### src/rtl/pix_unpacker_pkg.sv
// ---------------------------------------------------------------------------
// pix_unpacker_pkg
//   Shared definitions for the image-load front end: top-level mode codes,
//   default frame header bytes, the pixel type, the unpacker FSM encoding
//   and the helpers that turn 3 received bytes into two 12-bit pixels.
// ---------------------------------------------------------------------------
package pix_unpacker_pkg;

    // Top-level mode codes carried on state_i
    localparam logic [7:0] MODE_WAIT = 8'h01;
    localparam logic [7:0] MODE_RX   = 8'h02;
    localparam logic [7:0] MODE_DISP = 8'h03;

    // Default frame header
    localparam logic [7:0] HDR0_DEF = 8'hA5;
    localparam logic [7:0] HDR1_DEF = 8'h5A;

    localparam int PIX_W = 12;   // {B,G,R}, 4 bits each
    localparam int CNT_W = 15;   // pixel counter width, frames up to 32767 pixels

    typedef logic [PIX_W-1:0] pix_t;

    typedef enum logic [2:0] {
        S_HDR0 = 3'd0,
        S_HDR1 = 3'd1,
        S_DATA = 3'd2,
        S_DONE = 3'd3,
        S_ERR  = 3'd4
    } state_e;

    // Group b0,b1,b2 -> pixel A = {b0, b1[7:4]}, pixel B = {b1[3:0], b2}
    function automatic pix_t pix_first(input logic [7:0] b0, input logic [3:0] b1_hi);
        return {b0, b1_hi};
    endfunction

    function automatic pix_t pix_second(input logic [3:0] b1_lo, input logic [7:0] b2);
        return {b1_lo, b2};
    endfunction

endpackage

### src/rtl/pix_unpacker_if.sv
// ---------------------------------------------------------------------------
// pix_unpacker_if
//   Byte input and pixel output bundle of the unpacker.
//   slave  : unpacker side (consumes bytes, drives the pixel stream/status)
//   master : UART/frame-store side (drives bytes, observes pixels/status)
//   byte_valid/byte_data : one-cycle byte strobe from UART RX
//   rx_valid/rx_data     : pixel strobe + {B,G,R} toward the frame store
//   pix_sent             : pixels emitted in the current frame
//   frame_done/frame_err : sticky completion / abort flags
// ---------------------------------------------------------------------------
interface pix_unpacker_if import pix_unpacker_pkg::*; ();
    logic             byte_valid;
    logic [7:0]       byte_data;
    logic             rx_valid;
    pix_t             rx_data;
    logic [CNT_W-1:0] pix_sent;
    logic             frame_done;
    logic             frame_err;

    modport master (
        output byte_valid, byte_data,
        input  rx_valid, rx_data, pix_sent, frame_done, frame_err
    );

    modport slave (
        input  byte_valid, byte_data,
        output rx_valid, rx_data, pix_sent, frame_done, frame_err
    );
endinterface

### src/rtl/pix_unpacker_fifo2.sv
// ---------------------------------------------------------------------------
// pix_fifo2
//   Two-entry pixel FIFO between the byte unpacker and the pulse emitter.
//   Ports: clk_i, rst_ni (async, active low), push_i/data_i, pop_i, flush_i,
//          full_o, empty_o, head_o (oldest entry, valid when !empty_o).
//   A push while full is accepted only together with a pop; otherwise it is
//   dropped (the owner flags that case as an overrun). Pop on empty is ignored.
// ---------------------------------------------------------------------------
module pix_fifo2 import pix_unpacker_pkg::*; (
    input  logic clk_i,
    input  logic rst_ni,
    input  logic push_i,
    input  pix_t data_i,
    input  logic pop_i,
    input  logic flush_i,
    output logic full_o,
    output logic empty_o,
    output pix_t head_o
);
    pix_t       mem_q [0:1];
    logic       rd_ptr_q;
    logic [1:0] cnt_q;

    logic do_pop, do_push, wr_ptr;

    assign empty_o = (cnt_q == 2'd0);
    assign full_o  = (cnt_q == 2'd2);
    assign head_o  = mem_q[rd_ptr_q];

    assign do_pop  = pop_i && !empty_o;
    assign do_push = push_i && (!full_o || do_pop);
    // Write slot is rd+cnt mod 2; when full with a pop this is the slot being freed.
    assign wr_ptr  = rd_ptr_q ^ cnt_q[0];

    always_ff @(posedge clk_i or negedge rst_ni) begin
        if (!rst_ni) begin
            mem_q[0] <= '0;
            mem_q[1] <= '0;
            rd_ptr_q <= 1'b0;
            cnt_q    <= 2'd0;
        end else if (flush_i) begin
            rd_ptr_q <= 1'b0;
            cnt_q    <= 2'd0;
        end else begin
            if (do_push) mem_q[wr_ptr] <= data_i;
            if (do_pop)  rd_ptr_q <= ~rd_ptr_q;
            cnt_q <= cnt_q + {1'b0, do_push} - {1'b0, do_pop};
        end
    end
endmodule

### src/rtl/pix_unpacker.sv
// ---------------------------------------------------------------------------
// pix_unpacker
//   Front end of the image-load path. Hunts for the HDR0,HDR1 header in the
//   UART byte stream, unpacks each 3-byte group into two 12-bit pixels and
//   emits them as single-cycle pulses (always followed by a low cycle) to the
//   frame store while state_i == MODE_RX. Flags completion, timeout, overrun.
//   Ports: clk_i, rst_ni (async, active low), state_i (top-level mode),
//          bus (pix_unpacker_if.slave: byte in, pixel stream + status out).
// ---------------------------------------------------------------------------
module pix_unpacker import pix_unpacker_pkg::*; #(
    parameter int unsigned W           = 50,
    parameter int unsigned H           = 40,
    parameter logic [7:0]  HDR0        = HDR0_DEF,
    parameter logic [7:0]  HDR1        = HDR1_DEF,
    parameter int unsigned TIMEOUT_CYC = 100000
) (
    input  logic          clk_i,
    input  logic          rst_ni,
    input  logic [7:0]    state_i,
    pix_unpacker_if.slave bus
);
    localparam int unsigned NPIX  = W * H;
    localparam int          TMR_W = $clog2(TIMEOUT_CYC + 1);

    if (NPIX > 32767 || (NPIX % 2) != 0 || NPIX == 0 || TIMEOUT_CYC == 0) begin : g_bad_cfg
        $fatal(1, "pix_unpacker: W*H must be even, nonzero and <= 32767; TIMEOUT_CYC > 0");
    end

    state_e           state_q, state_d;
    logic [1:0]       phase_q, phase_d;
    logic [7:0]       b0_q, b0_d;
    logic [3:0]       b1_lo_q, b1_lo_d;     // only the low nibble outlives b1
    logic [TMR_W-1:0] tmr_q, tmr_d;
    logic [CNT_W-1:0] pix_in_q, pix_in_d;   // pixels unpacked so far
    logic             last_q, last_d;       // final pixel of the frame unpacked
    logic             rx_valid_q, rx_valid_d;
    pix_t             rx_data_q, rx_data_d;
    logic [CNT_W-1:0] pix_sent_q, pix_sent_d;
    logic             done_q, done_d;
    logic             err_q, err_d;

    logic push, emit, timeout, overrun;
    pix_t push_pix;
    logic fifo_push, fifo_pop, fifo_flush, fifo_full, fifo_empty;
    pix_t fifo_head;

    pix_fifo2 u_fifo (
        .clk_i   (clk_i),
        .rst_ni  (rst_ni),
        .push_i  (fifo_push),
        .data_i  (push_pix),
        .pop_i   (fifo_pop),
        .flush_i (fifo_flush),
        .full_o  (fifo_full),
        .empty_o (fifo_empty),
        .head_o  (fifo_head)
    );

    always_ff @(posedge clk_i or negedge rst_ni) begin
        if (!rst_ni) begin
            state_q    <= S_HDR0;
            phase_q    <= 2'd0;
            b0_q       <= '0;
            b1_lo_q    <= '0;
            tmr_q      <= '0;
            pix_in_q   <= '0;
            last_q     <= 1'b0;
            rx_valid_q <= 1'b0;
            rx_data_q  <= '0;
            pix_sent_q <= '0;
            done_q     <= 1'b0;
            err_q      <= 1'b0;
        end else begin
            state_q    <= state_d;
            phase_q    <= phase_d;
            b0_q       <= b0_d;
            b1_lo_q    <= b1_lo_d;
            tmr_q      <= tmr_d;
            pix_in_q   <= pix_in_d;
            last_q     <= last_d;
            rx_valid_q <= rx_valid_d;
            rx_data_q  <= rx_data_d;
            pix_sent_q <= pix_sent_d;
            done_q     <= done_d;
            err_q      <= err_d;
        end
    end

    always_comb begin
        state_d    = state_q;
        phase_d    = phase_q;
        b0_d       = b0_q;
        b1_lo_d    = b1_lo_q;
        tmr_d      = tmr_q;
        pix_in_d   = pix_in_q;
        last_d     = last_q;
        rx_valid_d = 1'b0;
        rx_data_d  = rx_data_q;
        pix_sent_d = pix_sent_q;
        done_d     = done_q;
        err_d      = err_q;
        push       = 1'b0;
        push_pix   = '0;
        emit       = 1'b0;
        timeout    = 1'b0;
        overrun    = 1'b0;
        fifo_push  = 1'b0;
        fifo_pop   = 1'b0;
        fifo_flush = 1'b0;

        if (state_i != MODE_RX) begin
            // Out of receive mode: drop the frame; flags survive except in WAIT.
            state_d    = S_HDR0;
            phase_d    = 2'd0;
            tmr_d      = '0;
            pix_in_d   = '0;
            last_d     = 1'b0;
            pix_sent_d = '0;
            fifo_flush = 1'b1;
            if (state_i == MODE_WAIT) begin
                done_d = 1'b0;
                err_d  = 1'b0;
            end
        end else begin
            if (state_q == S_HDR1 || state_q == S_DATA) begin
                tmr_d   = bus.byte_valid ? '0 : tmr_q + TMR_W'(1);
                timeout = !bus.byte_valid && (tmr_q == TMR_W'(TIMEOUT_CYC - 1));
            end else begin
                tmr_d = '0;
            end

            unique case (state_q)
                S_HDR0: begin
                    if (bus.byte_valid && bus.byte_data == HDR0) state_d = S_HDR1;
                end
                S_HDR1: begin
                    if (bus.byte_valid) begin
                        if (bus.byte_data == HDR1) begin
                            state_d  = S_DATA;
                            phase_d  = 2'd0;
                            pix_in_d = '0;
                            last_d   = 1'b0;
                        end else if (bus.byte_data != HDR0) begin
                            // A repeated HDR0 keeps us armed for HDR1
                            state_d = S_HDR0;
                        end
                    end
                end
                S_DATA: begin
                    if (bus.byte_valid && !last_q) begin
                        unique case (phase_q)
                            2'd0: begin
                                b0_d    = bus.byte_data;
                                phase_d = 2'd1;
                            end
                            2'd1: begin
                                b1_lo_d  = bus.byte_data[3:0];
                                push     = 1'b1;
                                push_pix = pix_first(b0_q, bus.byte_data[7:4]);
                                phase_d  = 2'd2;
                            end
                            default: begin
                                push     = 1'b1;
                                push_pix = pix_second(b1_lo_q, bus.byte_data);
                                phase_d  = 2'd0;
                            end
                        endcase
                    end

                    // Emit from the FIFO head, or straight from the incoming
                    // pixel when the FIFO is empty (1-cycle latency), but never
                    // on the cycle right after a pulse.
                    emit      = (push || !fifo_empty) && !rx_valid_q;
                    fifo_pop  = emit && !fifo_empty;
                    fifo_push = push && !(emit && fifo_empty);
                    overrun   = fifo_push && fifo_full && !fifo_pop;

                    if (push) begin
                        pix_in_d = pix_in_q + CNT_W'(1);
                        if (pix_in_q == CNT_W'(NPIX - 1)) last_d = 1'b1;
                    end
                    if (emit) begin
                        rx_valid_d = 1'b1;
                        rx_data_d  = fifo_empty ? push_pix : fifo_head;
                        pix_sent_d = pix_sent_q + CNT_W'(1);
                    end
                    if (last_q && fifo_empty) begin
                        state_d = S_DONE;
                        done_d  = 1'b1;
                    end
                end
                S_DONE: done_d = 1'b1;
                default: begin
                    err_d      = 1'b1;
                    fifo_flush = 1'b1;
                end
            endcase

            // Abort wins over anything decided above: no pulse, no count.
            if (timeout || overrun) begin
                state_d    = S_ERR;
                err_d      = 1'b1;
                fifo_flush = 1'b1;
                fifo_push  = 1'b0;
                fifo_pop   = 1'b0;
                rx_valid_d = 1'b0;
                rx_data_d  = rx_data_q;
                pix_sent_d = pix_sent_q;
            end
        end
    end

    assign bus.rx_valid   = rx_valid_q;
    assign bus.rx_data    = rx_data_q;
    assign bus.pix_sent   = pix_sent_q;
    assign bus.frame_done = done_q;
    assign bus.frame_err  = err_q;

endmodule

### src/flat_wrapper.sv
// flat-port wrapper written by rule: the top's interface ports become plain ports
module pix_unpacker_flat import pix_unpacker_pkg::*;
#(
    parameter int unsigned W           = 50,
    parameter int unsigned H           = 40,
    parameter logic [7:0]  HDR0        = HDR0_DEF,
    parameter logic [7:0]  HDR1        = HDR1_DEF,
    parameter int unsigned TIMEOUT_CYC = 100000
)
  (clk_i, rst_ni, state_i, bus_byte_valid, bus_byte_data, bus_rx_valid, bus_rx_data, bus_pix_sent, bus_frame_done, bus_frame_err);
  pix_unpacker_if bus_i ();
  input  logic clk_i;
  input  logic rst_ni;
  input  logic [7:0] state_i;
  input wire logic [$bits(bus_i.byte_valid)-1:0] bus_byte_valid;
  input wire logic [$bits(bus_i.byte_data)-1:0] bus_byte_data;
  output wire logic [$bits(bus_i.rx_valid)-1:0] bus_rx_valid;
  output wire logic [$bits(bus_i.rx_data)-1:0] bus_rx_data;
  output wire logic [$bits(bus_i.pix_sent)-1:0] bus_pix_sent;
  output wire logic [$bits(bus_i.frame_done)-1:0] bus_frame_done;
  output wire logic [$bits(bus_i.frame_err)-1:0] bus_frame_err;
  assign bus_i.byte_valid = bus_byte_valid;
  assign bus_i.byte_data = bus_byte_data;
  assign bus_rx_valid = bus_i.rx_valid;
  assign bus_rx_data = bus_i.rx_data;
  assign bus_pix_sent = bus_i.pix_sent;
  assign bus_frame_done = bus_i.frame_done;
  assign bus_frame_err = bus_i.frame_err;
  pix_unpacker #(.W(W), .H(H), .HDR0(HDR0), .HDR1(HDR1), .TIMEOUT_CYC(TIMEOUT_CYC)) u_core (.clk_i(clk_i), .rst_ni(rst_ni), .state_i(state_i), .bus(bus_i));
endmodule
### config.mk
export PLATFORM = sky130hd
export DESIGN_NAME = pix_unpacker_flat
export DESIGN_NICKNAME = d
export VERILOG_FILES = /design/src/rtl/pix_unpacker_pkg.sv /design/src/rtl/pix_unpacker_if.sv /design/src/rtl/pix_unpacker_fifo2.sv /design/src/rtl/pix_unpacker.sv /design/src/flat_wrapper.sv
export SDC_FILE = /design/constraint.sdc
export NUM_CORES = 1
export LEC_CHECK = 0
export CORE_ASPECT_RATIO = 0.9
export CORE_UTILIZATION = 58
export DETAILED_ROUTE_END_ITERATION = 8
export PLACE_DENSITY_LB_ADDON = 0.12
export SLEW_MARGIN = 40
export SYNTH_ARGS = -nofsm -noshare
export SYNTH_HDL_FRONTEND = slang
export SYNTH_SLANG_ARGS = --single-unit
### constraint.sdc
create_clock -name clk_i -period 3.75 [get_ports clk_i]
set_clock_uncertainty 0.2 [all_clocks]
set_input_delay 0.75 -clock clk_i [delete_from_list [all_inputs] [get_ports clk_i]]
set_output_delay 0.75 -clock clk_i [all_outputs]
set_load 0.02 [all_outputs]
Yosys cells after proc, flatten, opt, wreduce, memory -nomap -nowiden

Index checks and enable logic that the tools add are counted.
Widths: inputs -> output; s select.

Bits in registers: 107
Word-level logic and storage cells: 175

$add $sub $neg: 5
Order comparisons: 3
Eq/ne operators: 25
Multiplexer cells: 74
Bitwise operators: 7
Reductions and logical operators: 45

Operators with widths:

| cell                  | count |
|---|---|
| $mux 15               | 8 |
| $mux 12               | 8 |
| $mux 17               | 3 |
| $mux 1                | 34 |
| $add 15x1->15 const B | 2 |
| $pmux 15 s2           | 1 |
| $bwmux 24             | 1 |
| $pmux 12 s2           | 1 |
| $mux 3                | 7 |
| $reduce_and 4->1      | 5 |
| $ne 3x2->1 const B    | 6 |
| $add 17x1->17 const B | 1 |
| $eq 17x17->1 const B  | 1 |
| $eq 15x11->1 const B  | 1 |
| $logic_and 1x1->1     | 13 |
| $demux 12 s1          | 1 |
| $mux 2                | 5 |
| $reduce_and 5->1      | 2 |
| $pmux 3 s3            | 1 |
| $eq 8x1->1 const B    | 1 |
| $eq 8x7->1 const B    | 1 |
| $eq 8x8->1 const B    | 1 |
| $ne 4x3->1 const B    | 2 |
| $ne 8x2->1 const B    | 1 |
| other kinds (29)      | 52 |

Logic depth before layout (Yosys ltp)

Depth in word-level cells: 23
Mapped depth: 14

Cells and area by module

From an unflattened synthesis, not the netlist that was laid out.

Cells, all modules: 587
Area total of the unflattened synthesis: 5793.1 µm²

Modules (own cells, without submodules):

| module       | times used | cells each | area an instance (µm²) | seq. area each (µm²) |
|---|---|---|---|---|
| pix_unpacker | 1          | 451        | 4431.8                 | 2001.9 |
| pix_fifo2    | 1          | 136        | 1361.3                 | 675.6 |

Worst setup path before layout

Ideal clock, no wire load.

Path kind: input to register
From: input state_i[3]
To: register u_core.u_fifo.cnt_q[1]
Arrival: 2966 ps
Path slack: 446 ps
Stages on the path: 11
Cell sequence: nor4_1 -> nand3_1 -> clkbuf_1 -> nor3_1 -> nor2b_1 -> ha_1 -> inv_1 -> ha_1 -> xor2_1 -> xnor2_1 -> nor4_1

Word-level cells in the longest chain between the ends: 8
Elaborated cells between the ends (all ways): 10
Those cells by class: add/sub (2); eq/ne (1); mux (4); reduce/logical (3)

Ends and longest elaborated chain:

| what                 | RTL line                 | source |
|---|---|---|
| start, declared      | flat_wrapper.sv:14       | `input logic [7:0] state_i;` |
| $ne 8x2->1 (*)       | pix_unpacker.sv:111      | `if (state_i != MODE_RX) begin` |
| $mux 1               | pix_unpacker.sv:111      |  |
| $logic_and 1x1->1    | pix_unpacker_fifo2.sv:30 | `assign do_pop = pop_i && !empty_o;` |
| $logic_or 1x1->1     | pix_unpacker_fifo2.sv:31 | `assign do_push = push_i && (!full_o \|\| do_pop);` |
| $logic_and 1x1->1    | pix_unpacker_fifo2.sv:31 |  |
| $add 2x1->2          | pix_unpacker_fifo2.sv:47 | `cnt_q <= cnt_q + {1'b0, do_push} - {1'b0, do_pop};` |
| $sub 2x1->2          | pix_unpacker_fifo2.sv:47 |  |
| $mux 2 (*)           | pix_unpacker_fifo2.sv:41 | `end else if (flush_i) begin` |
| end signal, assigned | pix_unpacker_fifo2.sv:47 |  |
| end, declared        | pix_unpacker_fifo2.sv:22 | `logic [1:0] cnt_q;` |

Mark *: on every way between the ends. The rest lies on a longest branch, timed or not.
A chain may end at the register's enable or synchronous reset.

Worst setup path after layout

From: input state_i[0]
To: register u_core.u_fifo.cnt_q[1]

The elaborated chain is that of the path after synthesis.

==> results.toml <==
[die]
initial_core_util_pct = 59.7
num_rows = 34
die_area_um2 = 10400
die_w_um = 107
io_pins = 49
core_area_um2 = 9700
dieHeight_um = 96.8

[synth]
ys.flop_type = "dfrtp_1"
yosysWarnings = 0
yosysSeqAreaShare_pct = 46.2
synth_fp_nets = 576
synth-seq-cells = 107
synth_cells = 552
ys_top_cells_by_area = "dfrtp_1 46%, mux2_4 7.5%, mux2_2 3.7%"
synth.avg_cell_area_um2 = 10.5
synthArstFlopShare_pct = 100
yosysTopAreaCell = "dfrtp_1"
synth.distinct_cells = 59
yosysMostFrequentCell = "dfrtp_1"
syn_area_um2 = 5790
yosysTopAreaCellShare_pct = 46.2
synth_edf_count = 0
synth_commonest_cells = "107 x dfrtp_1, 55 x nand2_1, 36 x a21oi_1, 33 x nor2_1, 33 x o21ai_0"

[global_route]
grt_use_met1_pct = 36.3
grt_overflow_total = 0
antenna_found_initial = 0
gr-max-usage-layer = "met2"
grtUsageMet2_pct = 40.6
grt_pass1_vias = 4336
grt_max_degree = 63
grt_usage_pct = 25.7
grt_pass1_wl_mm = 21.1
use_met3_pct = 4.85

[worst_setup_path]
crit_type = "in2reg"
cp-start-kind = "input port"
cp-end-kind = "flop"
worst_ep_required_time_ns = 3.83
crit_fanout = 4
worstPathArrival_ns = 3.17

[power_and_ir_drop]
ir_drop_mv = 0.246
p_leak_uw = 0.00263
power.density_nw_per_um2 = 285

[layout]
areaGrowthSynthToFinish_pct = 14.5
fin_cells = 735
fin_util_pct = 68.4
drive_above_1_share_pct = 16.6
insertedDiodeCount = 0
nets = 628

[place]
dp_slack_ns = 0.246
place_hpwl_mm = 8.74
place_congestion = 0.854
port_buffers = 48
dp_cells = 719

[clock_network]
root_buffer = "clkbuf_8"
clk_latency_ns = 0.37
clkSinkCount = 107
cts-resized-gates = 0
cts_max_level = 3
cts_tree = "yes"
hold_buffers = 0
post_cts_buffers = 0
cts_buffers = 9
clk_pin_slew_worst_paths_ns = 0.10
clock_path_buffers = 2

[sta]
hold_violations = 0
hold_slack_ns = 0.170
slew_violations = 0
tightest_slew_ns = 0.697
slew_headroom_pct = 53.5
fmax_mhz = 323
finalCriticalPeriod_ns = 3.09
finalSetupTns_ns = 0
finalCritPeriodShare_pct = 82.5
setup_viol = 0
rsz0062_at_grt = "false"
fin_ws_ns = 0.656

[routing]
wl_per_cell_um = 16.8
dr.pass1.iters = 4
vias = 4423
drtIter0Drc = 244
viasPerCell = 6.02
wl_mm = 12.3
drcViolationCount = 0
ant_nets = 0

[run]
maxCapViolCount = 0

[hold_path]
worst_hold_path_type = "in2async"

[outcome]
status = "finished clean"
[cells by family after synthesis]
| logic type | synth area share [%] |
|---|---|
| buffers and inverters | 2.83 |
| adders and majority gates | 1.08 |
| DFF | 46.2 |
| AOI/OAI and AO/OA | 10.9 |
| and+or+nand+nor | 22.8 |
| muxes | 13.5 |
| xor gates and xnor gates | 2.72 |
[per-layer routing]
metal  wire [µm]  up-vias
met5           0        -
met4         196        0
met3         435       18
met2        5930       94
met1        5780     2188
li1            -     2123
[area by class of cell]
| type | instances | area [µm²] |
|---|---|---|
| Clock inverter | 3 | 21.3 |
| Sequential cell | 107 | 2680 |
| Inverter | 5 | 18.8 |
| Tap cell | 126 | 158 |
| Fill cell | 762 | 3070 |
| Multi-Input combinational cell | 414 | 2950 |
| Clock buffer | 13 | 169 |
| Timing Repair Buffer | 67 | 633 |
[per-stage QoR]
step           instance area [µm²]  power [µW]
6_report                      6630        1890
5_1_grt                       6630        1970
4_1_cts                       6630        1920
3_5_place_dp                  6440        1240
3_3_place_gp                  6440        1240
2_1_floorplan                 5790        1190
[layout by cell type, fill, tap and decap left out, drive strengths merged, types with 4 or more instances in the layout]
| cell type | synthesis | final |
|---|---|---|
| a21oi | 36 | 36 |
| a31oi | 5 | 5 |
| and3 | 8 | 8 |
| buf | 10 | 20 |
| clkbuf | 16 | 13 |
| clkdlybuf4s50 | 0 | 47 |
| dfrtp | 107 | 107 |
| ha | 5 | 5 |
| inv | 5 | 5 |
| mux2 | 48 | 48 |
| mux2i | 13 | 13 |
| nand2 | 56 | 56 |
| nand3 | 19 | 19 |
| nand3b | 14 | 14 |
| nand4 | 10 | 10 |
| nor2 | 34 | 34 |
| nor2b | 15 | 15 |
| nor3 | 10 | 10 |
| nor4 | 10 | 10 |
| nor4b | 4 | 4 |
| o21ai | 33 | 33 |
| o31ai | 13 | 13 |
| or3 | 9 | 9 |
| or4 | 13 | 13 |
| xnor2 | 9 | 9 |
| xor2 | 9 | 9 |
[registers in the layout, summed over array words and instances, names as in the netlist]
name,cells
u_core.bus.rx_valid,1
u_core.tmr_q,17
u_core.b0_q,8
u_core.bus.frame_done,1
u_core.state_q,3
u_core.bus.rx_data,12
u_core.bus.frame_err,1
u_core.phase_q,2
u_core.u_fifo.mem_q,24
u_core.u_fifo.rd_ptr_q,1
u_core.u_fifo.cnt_q,2
u_core.b1_lo_q,4
u_core.pix_in_q,15
u_core.last_q,1
u_core.bus.pix_sent,15
[final timing paths]
path	cells past startpoint	startpoint	endpoint	slack [ns]
worst min register to register	1	u_core.tmr_q[0]$_DFF_PN0_	u_core.tmr_q[0]$_DFF_PN0_	0.30
worst max-delay path	12	state_i[0]	u_core.u_fifo.cnt_q[1]$_DFF_PN0_	0.66
min in group clk_i	1	u_core.tmr_q[0]$_DFF_PN0_	u_core.tmr_q[0]$_DFF_PN0_	0.30
worst max register to register	10	u_core.state_q[1]$_DFFE_PN0P_	u_core.u_fifo.cnt_q[1]$_DFF_PN0_	0.79
max in group asynchronous	2	rst_ni	u_core.pix_in_q[4]$_DFFE_PN0P_	2.45
worst min-delay path	1	rst_ni	u_core.bus.pix_sent[9]$_DFFE_PN0P_	0.17
[where the power goes]
group          internal (µW)  total (µW)  switching [µW]
Sequential              1150        1150          0.0362
Clock                    297         672             375
Combinational           24.8        64.0            39.2
Total                   1470        1890             414
[worst max-delay path, stage by stage]
cell,delay (ns)
clkdlybuf4s50_1,0.45
nor4b_1,0.36
buf_4,0.19
nand3_1,0.10
nor3_1,0.28
nor2b_1,0.19
ha_1,0.24
inv_1,0.05
ha_1,0.14
xor2_1,0.17
xnor2_1,0.08
nor4_1,0.17
No activity file was read; power rests on OpenSTA's default activity.
